### src/rtl/shift_seq.sv
// Multi-cycle barrel-free shifter: one bit per clock.
// Handles SLL/SRL/SRA/pass with abort and pipeline stall.
module shift_seq (
  input  logic        clk,
  input  logic        rst_n,
  input  logic        start,
  input  logic [1:0]  op,
  input  logic        use_var,
  input  logic [4:0]  sa,
  input  logic [31:0] rs,
  input  logic [31:0] rt,
  input  logic        flush,
  output logic [31:0] result,
  output logic        done,
  output logic        busy,
  output logic        stall
);

  typedef enum logic [1:0] {
    IDLE  = 2'd0,
    SHIFT = 2'd1,
    DONE  = 2'd2
  } state_e;

  state_e      state_q, state_d;
  logic [4:0]  cnt_q, cnt_d;
  logic [31:0] wreg_q, wreg_d;
  logic [1:0]  op_q, op_d;
  logic [31:0] result_q, result_d;
  logic        done_q, done_d;
  logic [31:0] wreg_sh;
  logic        unused_rs;

  assign unused_rs = ^rs[31:5];

  always_comb begin
    wreg_sh = wreg_q;
    unique case (op_q)
      2'b00:   wreg_sh = {wreg_q[30:0], 1'b0};
      2'b01:   wreg_sh = {1'b0, wreg_q[31:1]};
      2'b10:   wreg_sh = {wreg_q[31], wreg_q[31:1]};
      default: wreg_sh = wreg_q;
    endcase
  end

  always_comb begin
    state_d  = state_q;
    cnt_d    = cnt_q;
    wreg_d   = wreg_q;
    op_d     = op_q;
    result_d = result_q;
    done_d   = 1'b0;
    if (flush) begin
      state_d = IDLE;
      cnt_d   = 5'd0;
    end else begin
      unique case (state_q)
        IDLE: begin
          if (start) begin
            wreg_d  = rt;
            op_d    = op;
            state_d = SHIFT;
            if (op == 2'b11) cnt_d = 5'd0;
            else if (use_var) cnt_d = rs[4:0];
            else cnt_d = sa;
          end
        end
        SHIFT: begin
          if (cnt_q != 5'd0) begin
            wreg_d = wreg_sh;
            cnt_d  = cnt_q - 5'd1;
          end else begin
            result_d = wreg_q;
            done_d   = 1'b1;
            state_d  = DONE;
          end
        end
        DONE: state_d = IDLE;
        default: state_d = IDLE;
      endcase
    end
  end

  always_ff @(posedge clk or negedge rst_n) begin
    if (!rst_n) begin
      state_q  <= IDLE;
      cnt_q    <= 5'd0;
      wreg_q   <= 32'd0;
      op_q     <= 2'd0;
      result_q <= 32'd0;
      done_q   <= 1'b0;
    end else begin
      state_q  <= state_d;
      cnt_q    <= cnt_d;
      wreg_q   <= wreg_d;
      op_q     <= op_d;
      result_q <= result_d;
      done_q   <= done_d;
    end
  end

  // stall is gated by reset so it reads 0 while rst_n is low
  assign stall  = rst_n &
                  (((state_q == IDLE) & start & ~flush) |
                   (state_q == SHIFT));
  assign busy   = (state_q != IDLE);
  assign done   = done_q;
  assign result = result_q;

endmodule

### config.mk
export PLATFORM = sky130hd
export DESIGN_NAME = shift_seq
export DESIGN_NICKNAME = d
export VERILOG_FILES = /design/src/rtl/shift_seq.sv
export SDC_FILE = /design/constraint.sdc
export NUM_CORES = 1
export LEC_CHECK = 0
export CORE_MARGIN = 1.5
export CORE_UTILIZATION = 50
export DETAILED_ROUTE_END_ITERATION = 6
export PLACE_DENSITY = 0.84
export SLEW_MARGIN = 5
export SYNTH_ARGS = -nofsm -noshare
export SYNTH_HDL_FRONTEND = slang
export SYNTH_SLANG_ARGS = --single-unit
### constraint.sdc
create_clock -name clk -period 3.7 [get_ports clk]
set_input_delay 0.37 -clock clk [delete_from_list [all_inputs] [get_ports clk]]
set_output_delay 0.37 -clock clk [all_outputs]
set_load 0.01 [all_outputs]
==> qor.txt, run 1 <==
Cts hold-fix bufs -> 0
Slew HR -> 38.78%
Status -> finished, final reports clean
Final hold slack -> 0.2848 ns
Worst Tran Pin Value -> 0.9183 ns
Post-synth EDFFs -> 0
Total gr overflow -> 0
Post-Syn Area -> 3685 µm²
Num rows -> 31
Post-synthesis register bit count -> 74
Layout cells sized above 1 -> 7.757%
Clk sinks -> 74
Total Neg Setup Slack -> 0 ns
Area after DPL -> 4534 µm²
Initial antenna violation count -> 0
# IOs -> 111
Post-route design area -> 4766 µm²
Yosys cell types -> 40
Detail Route Antenna Nets -> 0
CP Capture Type -> flip-flop
Syn nets -> 485
Tmin final -> 2.326 ns
Fin nets -> 554
Clk Latency, worst-skew pair -> 0.35 ns
R2r startpoint -> cnt_q[0]
Clock Tree Buf Depth -> 2
GP Congestion -> 0.8579
First-pass GRT wire length -> 15.00 mm
Die span in y -> 88.85 µm
Critical-path cell list -> inv_1 -> ha_1 -> nor4b_1 -> nand2_1 -> buf_4 -> inv_2 -> nand2_1 -> nand2_1
Postcts setup bufs -> 0
Vias -> 3372
Most common cell in the netlist -> nand2_1
Core area -> 7176 µm²
R2r setup slk -> 1.37 ns
Die footprint -> 7893 µm²
RSZ-0062 raised after global routing -> no
Yosys warns -> 0
Slowest-stage cell, CP -> nor4b_1
Leak pwr -> 2.122 nW
# port buffers -> 83
Htree depth -> 3
Final setup fails -> 0
Final Cycle Share -> 62.87%
Worst VDD drop -> 313.0 µV
DR DRC count -> 0
Clock slew at reported path FFs -> 0.08 ns
Crit path DAT -> 2.60 ns
DR WL/cell -> 16.07 µm
Overall routed net length -> 9.254 mm
Diodes inserted -> 0
PwrDens -> 732.9 nW/µm²
Critical Path Most Common Cell -> nand2_1
Num CTS Buffers -> 9
CP Max Fanout -> 34
WP depth -> 8
HP Class -> primary input to async pin
Family with the most delay on the worst path -> buffers and inverters
Area contributors post-synth -> dfrtp_1 (50%), nand2_1 (10%), a221oi_1 (7.1%), o31ai_1 (6.1%), o21ai_0 (5.2%)
Max Freq -> 429.9 MHz
Skew final -> 0.01087 ns
Cts repair resizes -> 0
Top post-synthesis cells by count -> nand2_1 (102), dfrtp_1 (74), nor2_1 (39)
Final hold vios -> 0
Post-synthesis average cell area -> 9.121 µm²
Sequential-to-total area share from yosys stat -> 50.25%
Dpl hpwl -> 5.906 mm
Vias in the first global route -> 3116
Overall Global Routing Usage -> 24.68%
Async SR Flop Fraction -> 100.0%
Critical Path RT -> 3.97 ns
Mapped Cells -> 404
Die width -> 88.85 µm
Bufs and invs on worst path -> 3
Area share of the largest cell type after synthesis -> 50.25%
CP peak stage delay -> 0.48 ns
Via density -> 5.854
Initial DRT Pass Iterations -> 5
Reg-to-reg endpoint -> result[30]
Reg2Reg Depth -> 8
Max-cap viol count -> 0
Post-layout util -> 66.42%
Root Buffer -> clkbuf_8
Crit path launch -> cnt_q[0]
Area Overhead vs Synth -> 29.34%
Critical path endpoint -> result[30]
Largest net degree at the start of global routing -> 75
Drt initial violations -> 338
Initial Utilization -> 51.35%
CP startpoint kind -> flip-flop
Final number of max-transition violations -> 0
TritonCTS clock tree -> yes
CP Class -> flip-flop to flip-flop
Main flop type after synthesis -> dfrtp_1
Synth area leader -> dfrtp_1
## state kept, by name, indices dropped and copies added (netlist names)
| name | cells |
|---|---|
| state_q | 2 |
| result | 32 |
| cnt_q | 5 |
| wreg_q | 32 |
| done | 1 |
| op_q | 2 |
## worst min path at each step
| stage | end | cells after the start | slack (ns) | start |
|---|---|---|---|---|
| after floorplan | cnt_q[0] | 0 | 0.07 | rst_n |
| after global placement | result[5] | 2 | 0.46 | result[5] |
| after detailed placement | result[28] | 2 | 0.46 | result[28] |
| after CTS | result[5] | 2 | 0.32 | rst_n |
| after global routing | result[5] | 2 | 0.37 | rst_n |
| final | result[7] | 2 | 0.28 | rst_n |
## per-stage QoR
stage | setup slack [ns] | total power [mW] | instances
final | 1.374 | 3.493 | 576
after global routing | 1.145 | 3.715 | 576
after CTS | 1.368 | 3.487 | 576
after detailed placement | 1.218 | 2.740 | 561
after global placement | 1.227 | 2.679 | 561
after floorplan | 1.874 | 2.154 | 404
## cell families after synthesis
kind of cell / Yosys count / share of synthesized area, %
compound gates: 117 / 22.51
fa+ha+maj: 5 / 1.698
buf+inv: 42 / 5.365
flops: 74 / 50.25
mux: 8 / 2.343
simple gates: 158 / 17.83
## layer usage
metal	global-route usage, %	up-vias	wire, µm
li1	-	1571	-
met1	36.23	1619	4054
met2	37.26	171	4365
met3	4.664	11	757
met4	7.244	0	77
met5	0	-	0
## cells in the final DEF, fill, tap and decap left out, drive strengths merged, types with 2 or more instances in the layout
cell type / count
o22ai: 3
or2: 2
o21ai: 39
ha: 5
a31oi: 2
o211ai: 2
o31ai: 30
nor2: 39
nor4b: 2
nor3b: 2
clkbuf: 10
nor2b: 3
clkinv: 2
a21oi: 5
mux2i: 3
nand2b: 2
dfrtp: 74
buf: 8
inv: 10
mux2: 5
clkdlybuf4s50: 82
a221oi: 30
bufinv: 3
nand2: 102
## power by group
group / internal [mW] / switching (mW)
clock: 0.445 / 0.296
sequential: 1.16 / 0.304
combinational: 0.629 / 0.663
## layout make-up
type                            count  area [µm²]
Inverter                           10       37.54
Fill cell                         567        2410
Tap cell                           99       123.9
Sequential cell                    74        1852
Multi-Input combinational cell    288        1640
Clock inverter                      5       103.9
Timing Repair Buffer               90       880.8
Clock buffer                       10       127.6
No activity file was read; power rests on OpenSTA's default activity.
==> inputs of run 2 (changes only) <==
--- a/config.mk
+++ b/config.mk
@@ -6,9 +6,9 @@
 export NUM_CORES = 1
 export LEC_CHECK = 0
 export CORE_MARGIN = 1.5
-export CORE_UTILIZATION = 50
+export CORE_UTILIZATION = 43
 export DETAILED_ROUTE_END_ITERATION = 6
-export PLACE_DENSITY = 0.84
+export PLACE_DENSITY = 0.77
 export SLEW_MARGIN = 5
 export SYNTH_ARGS = -nofsm -noshare
 export SYNTH_HDL_FRONTEND = slang
==> constraint.sdc (replaced) <==
create_clock -name clk -period 1.9 [get_ports clk]
set_input_delay 0.19 -clock clk [delete_from_list [all_inputs] [get_ports clk]]
set_output_delay 0.19 -clock clk [all_outputs]
set_load 0.01 [all_outputs]
==> qor.txt, run 2 (synthesis results as in run 1) <==
Commonest non-fill, non-tap cell in the layout -> nand2_1
Area Overhead vs Synth -> 48.22%
Failing checks -> negative setup slack
Drt initial violations -> 200 (-41%)
Critical Path Most Common Cell -> buf_6
Largest net degree at the start of global routing -> 75 (unchanged)
Critical Path RT -> 2.12 ns (-1.85 ns)
Die footprint -> 9134 µm² (+16%)
Fin worst setup slack -> -0.1408 ns (-1.514 ns)
RSZ-0062 raised after global routing -> yes
Initial antenna violation count -> 0 (unchanged)
Via density -> 5.822 (-0.55%)
Final hold vios -> 0 (unchanged)
Skew final -> 0.007891 ns (-0.002982 ns)
Final setup fails -> 34 (+34)
Num CTS Buffers -> 9 (unchanged)
# port buffers -> 83 (unchanged)
Slew HR -> 38.28% (-0.50 points)
Root Buffer -> clkbuf_8
Core area -> 8258 µm² (+15%)
# IOs -> 111 (unchanged)
Crit path DAT -> 2.26 ns (-0.34 ns)
Clk Latency, worst-skew pair -> 0.35 ns (about the same)
Max Freq -> 490.0 MHz (+14%)
Overall Global Routing Usage -> 24.40% (-0.29 points)
First-pass GRT wire length -> 17.19 mm (+15%)
Num rows -> 33 (+6.5%)
Htree depth -> 3 (unchanged)
Final hold slack -> 0.1092 ns (-0.1755 ns)
Clock Tree Buf Depth -> 2 (unchanged)
Initial DRT Pass Iterations -> 6 (+1)
Overall routed net length -> 10.87 mm (+17%)
Clock slew at reported path FFs -> 0.08 ns (about the same)
Dpl hpwl -> 6.555 mm (+11%)
Worst Tran Pin Value -> 0.9259 ns (+0.007509 ns)
Critical-path cell list -> inv_1 -> ha_2 -> or4b_4 -> a31oi_4 -> or2b_4 -> buf_6 -> buf_6 -> buf_12 -> o31ai_2
Initial Utilization -> 44.62% (-6.7 points)
DR WL/cell -> 17.45 µm (+8.6%)
CP Class -> flip-flop to flip-flop
Detail Route Antenna Nets -> 0 (unchanged)
CP peak stage delay -> 0.50 ns (+0.02 ns)
Fin nets -> 594 (+7.2%)
CP startpoint kind -> flip-flop
Max-cap viol count -> 0 (unchanged)
Tmin final -> 2.041 ns (-0.2856 ns)
Status -> finished, violations left
CP Max Fanout -> 5 (-85%)
Family with the most delay on the worst path -> simple AND/OR/NAND/NOR gates
DR DRC count -> 0 (unchanged)
Total gr overflow -> 0 (unchanged)
Vias in the first global route -> 3534 (+13%)
Reg2Reg Depth -> 9 (+1)
CP Capture Type -> flip-flop
Final Cycle Share -> 107.4% (+45 points)
Die span in y -> 95.57 µm (+7.6%)
Die width -> 95.57 µm (+7.6%)
Cts hold-fix bufs -> 0 (unchanged)
HP Class -> primary input to async pin
Leak pwr -> 2.422 nW (+14%)
Vias -> 3627 (+7.6%)
GP Congestion -> 0.8806 (+2.6%)
WP depth -> 9 (+1)
Diodes inserted -> 0 (unchanged)
Final Power -> 7.670 mW (+120%)
Bufs and invs on worst path -> 4 (+1)
Slowest-stage cell, CP -> or4b_4
Final number of max-transition violations -> 0 (unchanged)
Most frequent cells in the layout -> nand2_1 (102), clkdlybuf4s50_1 (82), dfrtp_1 (74), nor2_1 (38), buf_4 (34)
Worst VDD drop -> 594.3 µV (+90%)
Layout cells sized above 1 -> 21.62% (+14 points)
TritonCTS clock tree -> yes
Clk sinks -> 74 (unchanged)
PwrDens -> 1404 nW/µm² (+92%)
run 2: cell count changes in the layout (fill, tap and decap cells not counted), sizes merged:
cell    change
buf        +39
clkbuf      +2
nor2        +1
bufinv      -1
run 2: path summary, 6_finish.rpt:
| check | end | slack [ns] | from |
|---|---|---|---|
| max | wreg_q[30] | -0.14 | cnt_q[0] |
| min | wreg_q[7] | 0.11 | rst_n |
| max reg2reg | wreg_q[30] | -0.14 | cnt_q[0] |
| min reg2reg | result[4] | 0.48 | result[4] |
| max in group asynchronous | wreg_q[31] | 1.19 | rst_n |
| min in group clk | wreg_q[24] | 0.44 | rt[24] |
run 2: through the flow:
| step | cell area [µm²] | setup WS, ns | std cells | util [%] | TNS (ns) |
|---|---|---|---|---|---|
| 2_1_floorplan | 3685 | 0.07388 | 404 | - | 0 |
| 3_3_place_gp | 4757 | -0.2532 | 594 | 57.61 | -7.265 |
| 3_5_place_dp | 4757 | -0.4236 | 594 | 57.61 | -11.15 |
| 4_1_cts | 5323 | -0.06462 | 620 | 64.45 | -1.196 |
| 5_1_grt | 5461 | -0.1845 | 623 | 66.14 | -5.429 |
| 6_report | 5461 | -0.1408 | 623 | 66.14 | -3.266 |
run 2: report_power, final:
group	leakage [nW]	internal (mW)	switching [mW]
sequential	0.939	2.25	0.649
combinational	1.37	1.70	1.66
clock	0.117	0.812	0.599
total	2.42	4.76	2.91
run 2: metal layers:
layer  wire (µm)  GRT usage [%]
met3         730          4.226
met2        5254          39.96
met1        4580          32.13
met5           0              0
met4         306          9.191
run 2: final cells by class:
| class | instances | area [µm²] |
|---|---|---|
| clock buffer | 12 | 155.1 |
| clock inverter | 4 | 73.82 |
| fill | 677 | 2796 |
| inverter | 10 | 37.54 |
| multi-input combinational | 289 | 1924 |
| sequential | 74 | 1852 |
| tap | 105 | 131.4 |
| timing repair buffer | 129 | 1287 |
run 2: timing repair:
action                                  CTS  global route
gates resized for setup                  46            28
gates cloned                              3             1
endpoints found under the setup margin   33            38
buffers inserted                          9             2
pin swaps                                16             8
